File: src/rtl/clk_div_ctrl.sv
// clk_div_ctrl: runtime-programmable clock divider with one-cycle tick.
// A new ratio is applied only at a period boundary, so clk_out never produces a runt pulse.
// Optional feature: define CLK_DIV_CTRL_PERIOD_CNT_EN to add the period_cnt[15:0] output.
module clk_div_ctrl #(
   parameter int unsigned CNT_W   = 8,
   parameter int unsigned DEF_DIV = 4
) (
   input  logic             clk,
   input  logic             rst_n,
   input  logic             en,
   input  logic             cfg_valid,
   input  logic [CNT_W-1:0] cfg_div,
   output logic             cfg_ready,
   output logic             cfg_err,
   output logic             clk_out,
   output logic             tick,
   output logic             active
`ifdef CLK_DIV_CTRL_PERIOD_CNT_EN
   ,
   output logic [15:0]      period_cnt
`endif
);

   typedef enum logic [1:0] {StIdle, StRun, StPend} state_e;

   localparam logic [CNT_W-1:0] DefDiv = CNT_W'(DEF_DIV);

   state_e           state_q, state_d;
   logic [CNT_W-1:0] cnt_q, cnt_d;
   logic [CNT_W-1:0] cur_div_q, cur_div_d;
   logic [CNT_W-1:0] pend_div_q, pend_div_d;
   logic             clk_out_q, clk_out_d;
   logic             tick_q, tick_d;
   logic             cfg_err_q, cfg_err_d;
   logic             hs, legal, wrap;

   assign cfg_ready = (state_q != StPend);
   assign active    = (state_q != StIdle);
   assign clk_out   = clk_out_q;
   assign tick      = tick_q;
   assign cfg_err   = cfg_err_q;

   // Next-state: counter, ratio bookkeeping and registered output shaping.
   always_comb begin
      state_d    = state_q;
      cnt_d      = cnt_q;
      cur_div_d  = cur_div_q;
      pend_div_d = pend_div_q;
      hs         = cfg_valid && cfg_ready;
      legal      = (cfg_div >= CNT_W'(2));
      wrap       = (cnt_q == (cur_div_q - CNT_W'(1)));
      cfg_err_d  = hs && !legal;

      unique case (state_q)
         StIdle: begin
            cnt_d = '0;
            if (hs && legal) cur_div_d = cfg_div;
            if (en) state_d = StRun;
         end
         StRun: begin
            if (wrap) begin
               // A ratio arriving exactly on the wrap edge governs the next period directly.
               if (hs && legal) cur_div_d = cfg_div;
               cnt_d = '0;
               if (!en) state_d = StIdle;
            end else begin
               cnt_d = cnt_q + CNT_W'(1);
               if (hs && legal) begin
                  pend_div_d = cfg_div;
                  state_d    = StPend;
               end
            end
         end
         StPend: begin
            if (wrap) begin
               cur_div_d = pend_div_q;
               cnt_d     = '0;
               state_d   = en ? StRun : StIdle;
            end else begin
               cnt_d = cnt_q + CNT_W'(1);
            end
         end
         default: begin
            state_d = StIdle;
            cnt_d   = '0;
         end
      endcase

      // Outputs describe the cycle that cnt_d will represent, using the ratio in force then.
      clk_out_d = (state_d != StIdle) && (cnt_d < (cur_div_d >> 1));
      tick_d    = (state_d != StIdle) && (cnt_d == '0);
   end

   // State and output registers.
   always_ff @(posedge clk or negedge rst_n) begin
      if (!rst_n) begin
         state_q    <= StIdle;
         cnt_q      <= '0;
         cur_div_q  <= DefDiv;
         pend_div_q <= DefDiv;
         clk_out_q  <= 1'b0;
         tick_q     <= 1'b0;
         cfg_err_q  <= 1'b0;
      end else begin
         state_q    <= state_d;
         cnt_q      <= cnt_d;
         cur_div_q  <= cur_div_d;
         pend_div_q <= pend_div_d;
         clk_out_q  <= clk_out_d;
         tick_q     <= tick_d;
         cfg_err_q  <= cfg_err_d;
      end
   end

`ifdef CLK_DIV_CTRL_PERIOD_CNT_EN
   logic [15:0] period_cnt_q;

   assign period_cnt = period_cnt_q;

   // Period counter: cleared on each start from idle, then bumped once per tick.
   always_ff @(posedge clk or negedge rst_n) begin
      if (!rst_n) begin
         period_cnt_q <= '0;
      end else if (state_q == StIdle && state_d == StRun) begin
         period_cnt_q <= '0;
      end else if (tick_q) begin
         period_cnt_q <= period_cnt_q + 16'd1;
      end
   end
`endif

endmodule

File: config.mk
export PLATFORM = sky130hd
export DESIGN_NAME = clk_div_ctrl
export DESIGN_NICKNAME = d
export VERILOG_FILES = /design/src/rtl/clk_div_ctrl.sv
export SDC_FILE = /design/constraint.sdc
export NUM_CORES = 1
export LEC_CHECK = 0
export ABC_AREA = 1
export BUFFER_PORTS_ARGS = -buffer_cell sky130_fd_sc_hd__buf_2
export CAP_MARGIN = 20
export CORE_MARGIN = 8
export CORE_UTILIZATION = 54
export CTS_CLUSTER_SIZE = 30
export DETAILED_ROUTE_END_ITERATION = 8
export HOLD_SLACK_MARGIN = 0.1
export PLACE_DENSITY_LB_ADDON = 0.08
export SYNTH_ARGS = -nofsm -noshare
export SYNTH_HDL_FRONTEND = slang
export SYNTH_SLANG_ARGS = --single-unit
File: constraint.sdc
create_clock -name clk -period 2.6 [get_ports clk]
set_input_delay 0.39 -clock clk [delete_from_list [all_inputs] [get_ports clk]]
set_output_delay 0.39 -clock clk [all_outputs]
set_load 0.01 [all_outputs]
==> out/results.tsv, run 1 <==
metric	value	unit
cap_violations	0	
status	complete, but fails checks	
path_max_fanout	6	
syn_nets	308	
slowest_stage	dfrtp_1	
postRouteAntennaNets	0	
detail_route.wl_per_cell	13.2	um
maxClockFrequency	0.377	GHz
grt_overflow	0	
hold_viol	0	
fillers	346	
num_rows	22	
reg2reg_from	cur_div_q[0]	
async_flop_share	100	%
placed_area	2300	sq um
path_buf_inv	3	
viasPerCell	5.13	
cts_root_buffer	clkbuf_8	
power	2.85	mW
critPathMaxStageDelay	360	ps
preCtsSetupSlack	-174	ps
cp.required	2770	ps
regArea	728	sq um
dp.final_hpwl	3910	um
ir_drop	0.000629	V
cts_tree	done	
setup_viol	1	
clkTransAtPathRegs	60	ps
whs	146	ps
dieArea	6000	sq um
synth_edf_count	0	
ios	17	
h-tree-depth	2	
grt_max_degree	30	
synthTopCellsByArea	dfrtp_1 (33%), nand2_1 (15%), inv_1 (8.3%)	
hold_path_class	in -> async	
worst_slack	-52.9	ps
drt_iter0_markers	123	
antenna_found_initial	0	
drc	0	
nets	348	
arrival	2820	ps
yosys.cell_types.count	32	
p_leak	1.32	nW
initial_core_util	56.1	%
syn_to_final_growth	19.6	%
synthTopCellsByCount	nand2_1 (81), inv_1 (45), dfrtp_1 (27), nor2_1 (27), nand3_1 (18)	
cts.path.max_buffers	2	
syn_avg_cell_area	7.18	sq um
tightestPinTransition	672	ps
fin_skew	1.79	ps
path_class	reg -> reg	
wirelength	4930	um
start_kind	register	
grt_pass1_vias	1950	
ys_ff_latch	29	
grtUsageTotal	17.4	%
multiInputGateArea	1130	sq um
synth_top_area_share	33.1	%
place_inst	362	
die_y	77.4	um
cts_made_buffers	5	
stdcell_area	2440	sq um
via_count	1915	
r2r_slack	-50	ps
yosysWarnings	0	
end_kind	register	
clock_sinks	29	
first_pass_iters	4	
power_density	1170	nW/um^2
diodes	0	
rr_endpoint	clk_out	
reg2regPathDepth	19	
finalCriticalPeriod	2650	ps
fin_util	67.1	%
rsz0062_at_grt	yes	
finalNonFillerCells	373	
portBuffers	16	
ys_seq_area_share	35.7	%
drive_gt1_share	22.2	%
slew_violations	0	
die_x	77.4	um
syn-cell-area	2040	sq um
cp_common_cell	nand2_1	
syn_inst	284	
grt_pass1_wl	8590	um
path_cells	inv_2 > ha_4 > inv_2 > nand2_1 > nand2_1 > nor2_1 > nand3_1 > nor2_1 > nand3_1 > buf_6 > o21ai_4 > o211ai_1 > nand2_1 > o21ai_2 > ha_1 > nand2_1 > or2_4 > nand3b_1 > a21oi_2	
fp.coreArea	3630	sq um
fin_tns_setup	-52.9	ps
crit_family	simple AND/OR/NAND/NOR gates	
slew-limit-headroom	55.2	%
violations	negative setup slack	
place_congestion	0.878	
synth_top_area_cell	dfrtp_1	
finalCritPeriodShare	102	%
synth-main-ff-cell	dfrtp_1	
clk_latency	280	ps
synth.most_common_cell	nand2_1	
[worst max path at each step]
stage | startpoint | to | slack [ps] | depth (start not counted)
after floorplan | cur_div_q[1] | clk_out | 10 | 19
after global placement | cur_div_q[0] | clk_out | -100 | 20
after detailed placement | cur_div_q[0] | clk_out | -170 | 20
after CTS | cur_div_q[0] | clk_out | -40 | 19
after global routing | cur_div_q[1] | clk_out | -240 | 18
final | cur_div_q[0] | clk_out | -50 | 19
[cell families after synthesis]
logic type               after synthesis  synth area share (%)
AO/OA/AOI/OAI                         36                  11.9
XOR/XNOR                               9                  3.87
adder cells (fa/ha/maj)               12                  7.37
buffers and inverters                 55                  10.9
flip-flops                            29                  35.7
multiplexers                           2                  1.10
AND/OR/NAND/NOR                      141                  29.2
[sequential cells by signal, summed over array words and instances, names as in the netlist]
| register | flops |
|---|---|
| cfg_err | 1 |
| clk_out | 1 |
| cnt_q | 8 |
| cur_div_q | 8 |
| pend_div_q | 8 |
| state_q | 2 |
| tick | 1 |
[what timing repair did]
action | CTS | global route
endpoints found under the setup margin | 1 | 1
pin swaps | 13 | 5
buffers inserted | 2 | 1
hold buffers | 0 | 0
resized for setup | 9 | 3
[cell type report]
cell class	instances	share of cell area, %
Clock buffer	6	2.98
Tap cell	48	2.46
Timing Repair Buffer	38	10.2
Sequential cell	29	29.9
Multi-Input combinational cell	200	46.4
Inverter	50	7.70
Clock inverter	2	0.410
[power by group]
| group | switching, mW | total, mW | internal (mW) |
|---|---|---|---|
| Combinational | 0.974 | 1.70 | 0.724 |
| Clock | 0.171 | 0.356 | 0.185 |
| Sequential | 0.172 | 0.800 | 0.628 |
[layout by cell type, fill, tap and decap left out, types with 3 or more instances in the layout]
cell       n
xor2_1     6
o21ai_0   12
nand2_1   81
clkbuf_8   5
o21ai_2    3
nor2_1    27
inv_1     42
buf_4     21
nand3_1   18
o211ai_1   4
ha_1      11
nor3_1     5
buf_2     16
a21oi_1    3
inv_2      8
xnor2_1    3
dfrtp_1   27
a32o_1     3
[routing by layer]
metal	vias up	GRT usage, %	share of wire, %
met4	0	7.17	2.2
met2	42	28.7	47
li1	980	-	-
met3	11	3.80	4.3
met5	-	0	0
met1	882	21.4	46
(Power assumes the default switching activity.)
==> run 2: changes to the inputs <==
--- a/config.mk
+++ b/config.mk
@@ -9,7 +9,7 @@
 export BUFFER_PORTS_ARGS = -buffer_cell sky130_fd_sc_hd__buf_2
 export CAP_MARGIN = 20
 export CORE_MARGIN = 8
-export CORE_UTILIZATION = 54
+export CORE_UTILIZATION = 64
 export CTS_CLUSTER_SIZE = 30
 export DETAILED_ROUTE_END_ITERATION = 8
 export HOLD_SLACK_MARGIN = 0.1
@@ -17,3 +17,4 @@
 export SYNTH_ARGS = -nofsm -noshare
 export SYNTH_HDL_FRONTEND = slang
 export SYNTH_SLANG_ARGS = --single-unit
+export TNS_END_PERCENT = 100
==> constraint.sdc (replaced) <==
create_clock -name clk -period 3.12 [get_ports clk]
set_input_delay 0.468 -clock clk [delete_from_list [all_inputs] [get_ports clk]]
set_output_delay 0.468 -clock clk [all_outputs]
set_load 0.01 [all_outputs]
==> run 2 against run 1 <==
Effect of this change:
- the flow now finishes without violations
- combinational power fell by 25%
- sequential share of layout area increased by 1.3 points
- non-clock buffer count is 10 lower
- critical endpoint unchanged
==> out/results.tsv, run 2 (synthesis results as in run 1) <==
metric	value	unit	change
cts.path.max_buffers	2		unchanged
setup_viol	0		-1
clock_sinks	29		unchanged
layout_common_cells	nand2_1 (81), inv_1 (45), nor2_1 (27), dfrtp_1 (27), nand3_1 (17)		
detail_route.wl_per_cell	13.6	um	+2.8%
antenna_found_initial	0		unchanged
drive_gt1_share	17.1	%	-5.0 points
reg2reg_from	cur_div_q[1]		
tightestPinTransition	654	ps	-17.8 ps
end_kind	register		
clk_latency	330	ps	+50 ps
cts_tree	done		
fin_skew	10.1	ps	+8.36 ps
preCtsSetupSlack	141	ps	+315 ps
drt_iter0_markers	191		+55%
syn_to_final_growth	14.6	%	
final_common_cell	nand2_1		
dp.final_hpwl	3720	um	-4.8%
cp_common_cell	nand2_1		
top_regs	cnt_q: 8 flops, cur_div_q: 8 flops, pend_div_q: 8 flops		
path_max_fanout	5		-1
worst_slack	239	ps	+292 ps
grtUsageTotal	20.1	%	+2.7 points
finalCritPeriodShare	92.4	%	-9.7 points
start_kind	register		
grt_overflow	0		unchanged
arrival	3100	ps	+280 ps
diodes	0		unchanged
finalCriticalPeriod	2880	ps	+228 ps
ctsHoldBuffers	0		unchanged
slew_violations	0		unchanged
path_class	reg -> reg		
slew-limit-headroom	56.4	%	+1.2 points
reg2regPathDepth	19		unchanged
rsz0062_at_grt	no		
cap_violations	0		unchanged
wirelength	4880	um	-1.1%
die_x	72.4	um	-6.5%
initial_core_util	66.8	%	+11 points
stdcell_area	2340	sq um	-4.2%
fin_tns_setup	0	ps	+52.9 ps
r2r_slack	240	ps	+290 ps
viasPerCell	5.29		+3.0%
place_congestion	0.973		+11%
hold_viol	0		unchanged
nets	338		-2.9%
num_rows	20		-9.1%
portBuffers	16		unchanged
p_leak	1.27	nW	-3.8%
via_count	1899		-0.84%
slowest_stage	dfrtp_1		
placed_area	2180	sq um	-5.1%
rr_endpoint	clk_out		
power_density	972	nW/um^2	-17%
cp.required	3340	ps	+570 ps
drc	0		unchanged
ios	17		unchanged
clkTransAtPathRegs	90	ps	+30 ps
first_pass_iters	5		+1
grt_pass1_wl	8230	um	-4.2%
h-tree-depth	2		unchanged
critPathMaxStageDelay	430	ps	+70 ps
dieArea	5250	sq um	-12%
fp.coreArea	3050	sq um	-16%
ir_drop	0.000513	V	-18%
path_cells	inv_1 > ha_4 > nand2_1 > nor2_1 > nand2_1 > nand2_1 > nand2_1 > nor2_1 > nand3_2 > buf_6 > nor2_4 > a221oi_1 > nand2_1 > o21ai_0 > ha_1 > nand2_1 > or2_2 > nand3b_1 > a21oi_2		
cts_root_buffer	clkbuf_4		
die_y	72.4	um	-6.5%
postRouteAntennaNets	0		unchanged
power	2.27	mW	-20%
cts_made_buffers	5		unchanged
maxClockFrequency	0.347	GHz	-7.9%
hold_path_class	in -> async		
grt_pass1_vias	1859		-4.7%
grt_max_degree	30		unchanged
status	finished clean		
==> run 2: layout make-up <==
class                      instances  area (sq um)
clock buffer                       7          55.1
clock inverter                     1          30.0
fill                             244           717
inverter                          50           188
multi-input combinational        200          1110
sequential                        29           728
tap                               44          55.1
timing repair buffer              28           174
==> run 2: worst max path at each step <==
| stage | start | endpoint | slack [ps] | cells past startpoint |
|---|---|---|---|---|
| after floorplan | state_q[0] | clk_out | 440 | 14 |
| after global placement | cur_div_q[1] | clk_out | 270 | 19 |
| after detailed placement | cur_div_q[1] | clk_out | 140 | 19 |
| after CTS | cur_div_q[0] | clk_out | 110 | 19 |
| after global routing | cur_div_q[1] | clk_out | 4 | 19 |
| final | cur_div_q[1] | clk_out | 240 | 19 |
==> run 2: timing repair <==
| action | 4_1_cts | 5_1_grt |
|---|---|---|
| buffers inserted | 0 | 6 |
| resized for setup | 0 | 7 |
| setup endpoints to repair | 0 | 1 |
==> run 2: power by group <==
group,switching (mW),total [mW],internal (mW)
sequential,0.146,0.668,0.522
combinational,0.796,1.28,0.484
clock,0.132,0.323,0.191
==> run 2: layer usage <==
| layer | up-vias | GRT usage, % | wire (um) |
|---|---|---|---|
| li1 | 954 | - | - |
| met1 | 854 | 25.7 | 2190 |
| met2 | 82 | 32.5 | 2280 |
| met3 | 9 | 4.82 | 349 |
| met4 | 0 | 6.22 | 63 |
| met5 | - | 0 | 0 |
==> run 2: critical path: cells and delay by family, from the launching register on <==
family	cells	cell delay (ps)
simple gates	12	1290
fa+ha+maj	2	470
flops	1	430
buf+inv	2	330
compound gates	3	250
==> run 2: through the flow <==
stage	hold slack (ps)	util, %	cells
6_report	157	76.5	359
5_1_grt	198	76.5	359
3_3_place_gp	467	71.6	345
3_5_place_dp	474	71.6	345
4_1_cts	158	74.3	353
2_1_floorplan	172	-	284
